**src/rtl/cpu_pkg.sv**
```systemverilog
// Shared encodings for the execute stage: ALU commands, branch types and
// the sequential multiplier FSM states.
package cpu_pkg;

  typedef enum logic [3:0] {
    EXE_ADD = 4'b0000,
    EXE_SUB = 4'b0010,
    EXE_AND = 4'b0100,
    EXE_OR  = 4'b0101,
    EXE_NOR = 4'b0110,
    EXE_XOR = 4'b0111,
    EXE_SLL = 4'b1000,
    EXE_SRA = 4'b1001,
    EXE_SRL = 4'b1010,
    EXE_MUL = 4'b1100
  } exe_cmd_e;

  typedef enum logic [1:0] {
    BR_NONE = 2'b00,
    BR_BEZ  = 2'b01,
    BR_BNE  = 2'b10,
    BR_JMP  = 2'b11
  } br_type_e;

  typedef enum logic [1:0] {
    MUL_IDLE = 2'b00,
    MUL_BUSY = 2'b01,
    MUL_DONE = 2'b10
  } mul_state_e;

endpackage

```
**src/rtl/seq_mul.sv**
```systemverilog
// Iterative shift-add multiplier: one partial product per cycle, low DATA_W
// bits of the unsigned product presented in the DONE cycle.
module seq_mul
  import cpu_pkg::*;
#(
  parameter int DATA_W   = 32,
  parameter int MUL_ITER = 32
) (
  input  logic              clk,
  input  logic              rst,
  input  logic              start_i,
  input  logic [DATA_W-1:0] mcand_i,
  input  logic [DATA_W-1:0] mplier_i,
  output logic              busy_o,
  output logic              done_o,
  output logic [DATA_W-1:0] product_o
);

  localparam int CNT_W = $clog2(MUL_ITER + 1);
  localparam logic [CNT_W-1:0] LAST_STEP = CNT_W'(MUL_ITER - 1);

  mul_state_e        state_q, state_d;
  logic [DATA_W-1:0] mcand_q, mcand_d;
  logic [DATA_W-1:0] mplier_q, mplier_d;
  logic [DATA_W-1:0] acc_q, acc_d;
  logic [CNT_W-1:0]  cnt_q, cnt_d;

  always_ff @(posedge clk) begin
    if (rst) begin
      state_q  <= MUL_IDLE;
      mcand_q  <= '0;
      mplier_q <= '0;
      acc_q    <= '0;
      cnt_q    <= '0;
    end else begin
      state_q  <= state_d;
      mcand_q  <= mcand_d;
      mplier_q <= mplier_d;
      acc_q    <= acc_d;
      cnt_q    <= cnt_d;
    end
  end

  // busy_o also covers the IDLE cycle that accepts start, so the caller
  // freezes in the same cycle the multiply is detected.
  always_comb begin
    state_d  = state_q;
    mcand_d  = mcand_q;
    mplier_d = mplier_q;
    acc_d    = acc_q;
    cnt_d    = cnt_q;
    busy_o   = 1'b0;
    done_o   = 1'b0;
    case (state_q)
      MUL_IDLE: begin
        if (start_i) begin
          busy_o   = 1'b1;
          state_d  = MUL_BUSY;
          mcand_d  = mcand_i;
          mplier_d = mplier_i;
          acc_d    = '0;
          cnt_d    = '0;
        end else begin
          state_d  = MUL_IDLE;
        end
      end
      MUL_BUSY: begin
        busy_o   = 1'b1;
        acc_d    = mplier_q[0] ? (acc_q + mcand_q) : acc_q;
        mcand_d  = mcand_q << 1;
        mplier_d = mplier_q >> 1;
        cnt_d    = cnt_q + CNT_W'(1);
        state_d  = (cnt_q == LAST_STEP) ? MUL_DONE : MUL_BUSY;
      end
      MUL_DONE: begin
        done_o  = 1'b1;
        state_d = MUL_IDLE;
      end
      default: begin
        state_d = MUL_IDLE;
      end
    endcase
  end

  assign product_o = acc_q;

endmodule

```
**src/rtl/exe_stage.sv**
```systemverilog
// Execute stage: ID/EXE register, inline ALU and branch resolution, EXE/MEM
// register, with a sequential multiplier that stalls the front end.
module exe_stage
  import cpu_pkg::*;
#(
  parameter int DATA_W   = 32,
  parameter int MUL_ITER = 32
) (
  input  logic              clk,
  input  logic              rst,
  input  logic              wb_en_in,
  input  logic [1:0]        mem_signal_in,
  input  logic [1:0]        branch_type_in,
  input  logic [3:0]        exe_cmd_in,
  input  logic [DATA_W-1:0] val1_in,
  input  logic [DATA_W-1:0] val2_in,
  input  logic [DATA_W-1:0] reg2_in,
  input  logic [DATA_W-1:0] pc_in,
  input  logic [4:0]        dest_in,
  input  logic              flush_in,
  output logic              br_taken,
  output logic [DATA_W-1:0] br_addr,
  output logic              stall,
  output logic              wb_en_out,
  output logic              mem_r_en,
  output logic              mem_w_en,
  output logic [DATA_W-1:0] alu_result,
  output logic [DATA_W-1:0] st_val,
  output logic [4:0]        dest_out
);

  typedef struct packed {
    logic              wb;
    logic [1:0]        mem;
    logic [1:0]        br;
    logic [3:0]        cmd;
    logic [DATA_W-1:0] v1;
    logic [DATA_W-1:0] v2;
    logic [DATA_W-1:0] r2;
    logic [DATA_W-1:0] pc;
    logic [4:0]        dest;
  } id_ex_t;

  typedef struct packed {
    logic              wb;
    logic              mr;
    logic              mw;
    logic [DATA_W-1:0] alu;
    logic [DATA_W-1:0] st;
    logic [4:0]        dest;
  } ex_mem_t;

  id_ex_t            r1_q, r1_d;
  ex_mem_t           r2_q, r2_d;
  logic [DATA_W-1:0] alu_s;
  logic [4:0]        shamt_s;
  logic              br_taken_s;
  logic [DATA_W-1:0] br_addr_s;
  logic              mul_start_s, mul_busy_s, mul_done_s;
  logic [DATA_W-1:0] mul_prod_s;

  assign mul_start_s = r1_q.wb && (r1_q.cmd == EXE_MUL);
  assign stall       = mul_busy_s;

  seq_mul #(
    .DATA_W   (DATA_W),
    .MUL_ITER (MUL_ITER)
  ) u_seq_mul (
    .clk       (clk),
    .rst       (rst),
    .start_i   (mul_start_s),
    .mcand_i   (r1_q.v1),
    .mplier_i  (r1_q.v2),
    .busy_o    (mul_busy_s),
    .done_o    (mul_done_s),
    .product_o (mul_prod_s)
  );

  // Stall freezes the whole instruction; a flush only strips its side effects.
  always_comb begin
    r1_d = r1_q;
    if (stall) begin
      r1_d = r1_q;
    end else begin
      r1_d.cmd  = exe_cmd_in;
      r1_d.v1   = val1_in;
      r1_d.v2   = val2_in;
      r1_d.r2   = reg2_in;
      r1_d.pc   = pc_in;
      r1_d.dest = dest_in;
      if (flush_in || br_taken_s) begin
        r1_d.wb  = 1'b0;
        r1_d.mem = 2'b00;
        r1_d.br  = 2'b00;
      end else begin
        r1_d.wb  = wb_en_in;
        r1_d.mem = mem_signal_in;
        r1_d.br  = branch_type_in;
      end
    end
  end

  assign shamt_s = r1_q.v2[4:0];

  always_comb begin
    alu_s = '0;
    case (r1_q.cmd)
      EXE_ADD: alu_s = r1_q.v1 + r1_q.v2;
      EXE_SUB: alu_s = r1_q.v1 - r1_q.v2;
      EXE_AND: alu_s = r1_q.v1 & r1_q.v2;
      EXE_OR:  alu_s = r1_q.v1 | r1_q.v2;
      EXE_NOR: alu_s = ~(r1_q.v1 | r1_q.v2);
      EXE_XOR: alu_s = r1_q.v1 ^ r1_q.v2;
      EXE_SLL: alu_s = r1_q.v1 << shamt_s;
      EXE_SRA: alu_s = DATA_W'($signed(r1_q.v1) >>> shamt_s);
      EXE_SRL: alu_s = r1_q.v1 >> shamt_s;
      EXE_MUL: alu_s = mul_done_s ? mul_prod_s : '0;
      default: alu_s = '0;
    endcase
  end

  always_comb begin
    br_taken_s = 1'b0;
    br_addr_s  = r1_q.pc + (r1_q.v2 << 2);
    case (r1_q.br)
      BR_BEZ:  br_taken_s = (r1_q.v1 == '0);
      BR_BNE:  br_taken_s = (r1_q.v1 != r1_q.r2);
      BR_JMP: begin
        br_taken_s = 1'b1;
        br_addr_s  = r1_q.v2;
      end
      default: br_taken_s = 1'b0;
    endcase
  end

  assign br_taken = br_taken_s;
  assign br_addr  = br_addr_s;

  // MEM sees bubbles for the whole multiply and the product in DONE.
  always_comb begin
    r2_d = '0;
    if (stall) begin
      r2_d = '0;
    end else begin
      r2_d.wb   = r1_q.wb;
      r2_d.mr   = r1_q.mem[1];
      r2_d.mw   = r1_q.mem[0];
      r2_d.alu  = alu_s;
      r2_d.st   = r1_q.r2;
      r2_d.dest = r1_q.dest;
    end
  end

  always_ff @(posedge clk) begin
    if (rst) begin
      r1_q <= '0;
      r2_q <= '0;
    end else begin
      r1_q <= r1_d;
      r2_q <= r2_d;
    end
  end

  assign wb_en_out  = r2_q.wb;
  assign mem_r_en   = r2_q.mr;
  assign mem_w_en   = r2_q.mw;
  assign alu_result = r2_q.alu;
  assign st_val     = r2_q.st;
  assign dest_out   = r2_q.dest;

endmodule

```
**config.mk**
```make
export PLATFORM = sky130hd
export DESIGN_NAME = exe_stage
export DESIGN_NICKNAME = d
export VERILOG_FILES = /design/src/rtl/cpu_pkg.sv /design/src/rtl/seq_mul.sv /design/src/rtl/exe_stage.sv
export SDC_FILE = /design/constraint.sdc
export NUM_CORES = 1
export LEC_CHECK = 0
export ABC_CLOCK_PERIOD_IN_PS = 11100
export CAP_MARGIN = 20
export CORE_MARGIN = 4
export CORE_UTILIZATION = 45
export DETAILED_ROUTE_END_ITERATION = 7
export PLACE_DENSITY_LB_ADDON = 0.15
export SYNTH_ARGS = -nofsm -noshare
export SYNTH_HDL_FRONTEND = slang
export SYNTH_SLANG_ARGS = --single-unit
```
**constraint.sdc**
```tcl
create_clock -name clk -period 11.1 [get_ports clk]
set_clock_uncertainty 0.1 [all_clocks]
set_input_delay 2.22 -clock clk [delete_from_list [all_inputs] [get_ports clk]]
set_output_delay 2.22 -clock clk [all_outputs]
set_load 0.02 [all_outputs]
```
=== Yosys cells after proc, flatten, opt, wreduce, memory -nomap -nowiden ===
Cells that the tools add are included.

* Logic and storage cells: 79
* Input port bits: 145
* Flip-flop bits (word level): 318

* Reductions and logical operators: 9
* Muxes and demuxes: 20
* Equality and inequality tests: 18
* $add $sub $neg: 5
* Shift-type cells: 3
* Bitwise logic cells: 4

{| class="wikitable"
|+ Operator list
! operator !! count
|-
| 32-bit one-hot mux with 10 select lines || 1
|-
| 32-bit two-way mux || 6
|-
| 32-bit one-hot mux with 2 select lines || 3
|-
| 32-bit adder || 3
|-
| 32-bit bitwise AND || 1
|-
| 32-bit logical NOT || 1
|-
| 32-bit inequality test || 1
|-
| 32-bit inverter || 1
|-
| 32-bit OR || 1
|-
| 32-bit by 5-bit << shifter with 32-bit output || 1
|-
| 32-bit by 5-bit right shift with 32-bit output || 1
|-
| 32-bit by 5-bit >>> shifter with 32-bit output || 1
|-
| 32-bit subtractor || 1
|-
| 32-bit bitwise XOR || 1
|-
| 4-bit by 3-bit == test with 1-bit output, second input constant || 4
|-
| 4-bit == test, second input constant || 4
|-
| 6-bit one-hot mux with 2 select lines || 1
|-
| 6-bit by 1-bit adder with 6-bit output, second input constant || 1
|-
| 2-bit == test, second input constant || 3
|-
| 6-bit by 5-bit == test with 1-bit output, second input constant || 1
|-
| 6-bit two-way mux || 1
|-
| 5-bit two-way mux || 1
|-
| 2-bit by 1-bit == test with 1-bit output, second input constant || 2
|-
| 4-bit by 2-bit == test with 1-bit output, second input constant || 1
|-
| 15 further kinds || 17
|}

=== Longest topological paths before layout ===
* Depth after elaboration: 5
* Gate-level depth with buffers: 21
* Mapped depth without buffers: 17

=== By module ===
From an unflattened synthesis, not the netlist that was laid out.

* Cell total of the unflattened synthesis: 2731
* Area, all modules: 22170.0 µm²

{| class="wikitable"
|+ By module, submodules not included
! module !! cells each !! seq. area each (µm²) !! area each (µm²) !! times used
|-
| exe_stage || 2092 || 4284.1 || 16659.7 || 1
|-
| seq_mul || 639 || 2082.0 || 5510.3 || 1
|}

=== Worst setup path before layout ===
Ideal clock, no wire load.

* Kind: reg-to-output
* Start point: reg r1_q[70] (netlist name)
* End point: out br_addr[30]
* Buffers on the path: 2
* Data required time: 8.780 ns
* Arrival: 3.076 ns
* Path slack: 5.704 ns
* Stages on the path, launching flop included: 14
* Cells stage by stage: dfxtp_1 > buf_2 > inv_1 > clkbuf_1 > fa_1 > nand2b_1 > a21oi_1 > o31a_1 > o211ai_1 > a21oi_1 > a41o_1 > o41ai_1 > xor2_1 > a21oi_1

* Cells in the longest elaborated chain, start to end: 2

{| class="wikitable"
|+ Ends and longest elaborated chain
! item !! RTL line !! RTL
|-
| start, declared || exe_stage.sv:53 || <nowiki>id_ex_t r1_q, r1_d;</nowiki>
|-
| start signal, assigned || exe_stage.sv:159 || <nowiki>r1_q <= r1_d;</nowiki>
|-
| 32-bit adder || exe_stage.sv:124 || <nowiki>br_addr_s = r1_q.pc + (r1_q.v2 << 2);</nowiki>
|-
| 32-bit two-way mux || exe_stage.sv:125 || <nowiki>case (r1_q.br)</nowiki>
|-
| end, declared || exe_stage.sv:22 || <nowiki>output logic [DATA_W-1:0] br_addr,</nowiki>
|}

Every way passes these cells.

=== Worst setup path after layout ===
* Start point: reg r1_q[69] (netlist name)
* End point: out br_addr[30]

Same word-level chain as after synthesis.

==> reports/qor.yml <==
power_and_ir_drop:
  p_per_area_nw_per_um2: 125.8
  power.internal_mw: 2.302
  p_seq_share_pct: 36.8
  power_mw: 3.402
  p_sw_share_pct: 32.35
  peakVddDrop_mv: 0.1100
  clockPowerShare_pct: 37.9
  power_leakage_nw: 11.12
  p_comb_share_pct: 25.2
  power.net_switching_mw: 1.100
cts:
  h-tree-depth: 2
  clk_pin_slew_ps: 60
  cts_buffer_depth: 3
  cts_tree: "built"
  clk_latency_ps: 560
  cts_made_buffers: 38
  cts_resized: 0
  ctsHoldBuffers: 0
  clock-sinks: 318
  postCtsSetupRepairBufs: 0
  clock-root-buffer: "clkbuf_16"
die:
  row_count: 82
  start_util_pct: 45.54
  coreArea_um2: 50270
  pin_count: 251
  die_area_um2: 54540
  die_w_um: 233.5
  die_h_um: 233.5
timing:
  period_share_pct: 61.12
  hold_viol_final: 0
  grt_setup_unrepaired: "no"
  min_period_ps: 6784
  max_slew.worst_pin.slew_ps: 1131
  final.setup.tns_ps: 0
  finalSetupViolCount: 0
  hold_slack_ps: 352.6
  drv_slew: 0
  fmax_mhz: 147.4
  slew_headroom_pct: 24.62
worst_setup_path:
  critPathMaxFanout: 29
  worstSetupEndpoint: "br_addr[30]"
  arrival_ps: 4460
  end_kind: "primary output"
  reg2reg_slack_ps: 5500
  worstRegToRegCells: 14
  r2r_start: "r1_q[136]"
  worstPathRequired_ps: 8780
  cp-start-kind: "register"
  crit_path_start: "r1_q[69]"
  r2r_end: "alu_result[31]"
  path_class: "reg -> out"
layout:
  syn2layout_area_growth_pct: 18.12
  final_common_cell: "nand2_1"
  final_cell_mix: "nand2_1, nor2_1, dfxtp_1"
  final_nets: 3412
  final_util_pct: 53.79
  drive_above_1_share_pct: 6.703
  n_fill_cell: 4903
drt:
  drc: 0
  wire_per_inst_um: 25.60
  ant_nets: 0
  drt_wl_total_um: 97480
  firstDrtPassIters: 8
  drt-vias-per-instance: 6.198
  drtIter0Drc: 2827
  vias: 23600
logic_synthesis:
  synth-edff-count: 0
  syn_avg_cell_area_um2: 7.626
  synth_cell_types: 90
  syn_area_um2: 22890
  yosys_warnings: 0
  synth_seq_cells: 318
  synth_flop_cell: "dfxtp_1"
  ys_seq_area_share_pct: 27.81
  synth_nets: 3308
  syn_inst: 3002
  async_flop_share_pct: 0
global_routing:
  grt_usage_pct: 34.53
  grt_pass1_vias: 22220
  grt-ovfl-total: 0
  antenna_found_initial: 5
  grt_max_degree: 213
  grt_pass1_wl_um: 143200
run:
  drv_cap: 0
placed_design:
  gp_congestion: 0.9768
  portBuffers: 250
  dpl.hpwl_um: 70420
status:
  status: "finished, final reports clean"
worst_hold_path:
  hold_class: "reg -> reg"
[logic make-up (layout without fill, tap and decap cells)]
logic type | count (synthesis) | count (layout) | synth area share, %
multiplexers | 126 | 126 | 8.647
buffers and inverters | 324 | 455 | 5.487
other | 0 | 2 | 0
AO/OA/AOI/OAI | 833 | 833 | 22.73
adder cells (fa/ha/maj) | 161 | 161 | 8.898
AND/OR/NAND/NOR | 1110 | 1110 | 21.42
XOR/XNOR | 130 | 130 | 5.007
flip-flops | 318 | 318 | 27.81
[state kept, by name (all words and copies together) (netlist names), 2 cells and up]
name	flops
r1_q	142
alu_result	32
st_val	32
u_seq_mul.mcand_q	32
u_seq_mul.mplier_q	32
u_seq_mul.product_o	32
u_seq_mul.cnt_q	6
dest_out	5
u_seq_mul.state_q	2
[power by group through the flow]
stage / registers, mW / clock network (mW) / logic (mW)
6_report: 1.25 / 1.29 / 0.859
2_1_floorplan: 1.27 / 0 / 0.494
4_1_cts: 1.25 / 1.31 / 0.840
3_3_place_gp: 1.27 / 0 / 0.832
3_5_place_dp: 1.28 / 0 / 0.835
5_1_grt: 1.26 / 1.35 / 0.914
[layer usage]
| metal | routed length (um) | track usage [%] | up-vias |
|---|---|---|---|
| met5 | 48 | 0 | - |
| met4 | 4826 | 14.78 | 8 |
| met3 | 9641 | 7.451 | 222 |
| met2 | 42030 | 52.26 | 1182 |
| met1 | 40930 | 47.48 | 11300 |
| li1 | - | - | 10890 |
[critical path, stage by stage (launching register included)]
cell,delay [ps]
dfxtp_4,630
ha_1,260
inv_1,50
fa_1,380
nand2b_1,200
a21oi_1,300
o31a_1,250
o211ai_1,160
a21oi_1,410
a41o_1,260
o41ai_1,80
xor2_1,150
a21oi_1,160
clkdlybuf4s50_1,630
[area by class of cell]
| cell class | instances | area [um2] | share of cell area, % |
|---|---|---|---|
| tap | 672 | 840.8 | 3.110 |
| antenna | 2 | 5.005 | 0.01851 |
| inverter | 87 | 331.6 | 1.226 |
| timing repair buffer | 301 | 2899 | 10.72 |
| sequential | 318 | 6380 | 23.59 |
| multi-input combinational | 2360 | 15320 | 56.65 |
| clock inverter | 14 | 166.4 | 0.6154 |
| clock buffer | 53 | 1099 | 4.063 |
[stage by stage]
step,instance area [um2],setup WS [ps],instances
after global routing,27030,4057,3805
final,27040,4316,3807
after detailed placement,25770,4933,3738
after CTS,27030,4309,3805
after global placement,25770,4936,3738
after floorplan,22890,5704,3002
[Yosys cell counts, drive strengths merged, types with 55 or more instances]
library cell    n  share of area, %
inv            86               1.4
ha            158               8.6
clkbuf        201               3.3
a211oi         81               2.7
dfxtp         318                28
and3           55               1.5
a21oi         301               6.6
mux2i          62               2.7
xnor2          80               3.1
nor3           97               2.1
nand2         455               7.5
mux4           56               5.5
o21ai         175               3.8
nor2          327               5.4
[worst min-delay path by stage]
stage | start | end | slack, ps | cells past startpoint
global route | r1_q[18] | r1_q[18] | 380 | 2
detailed placement | r1_q[6] | r1_q[6] | 350 | 2
floorplan | r1_q[0] | r1_q[0] | 330 | 2
CTS | r1_q[6] | r1_q[6] | 350 | 2
global placement | r1_q[1] | r1_q[1] | 340 | 2
finish | r1_q[6] | r1_q[6] | 350 | 2
Note: power is estimated with default switching activity, not from simulation.
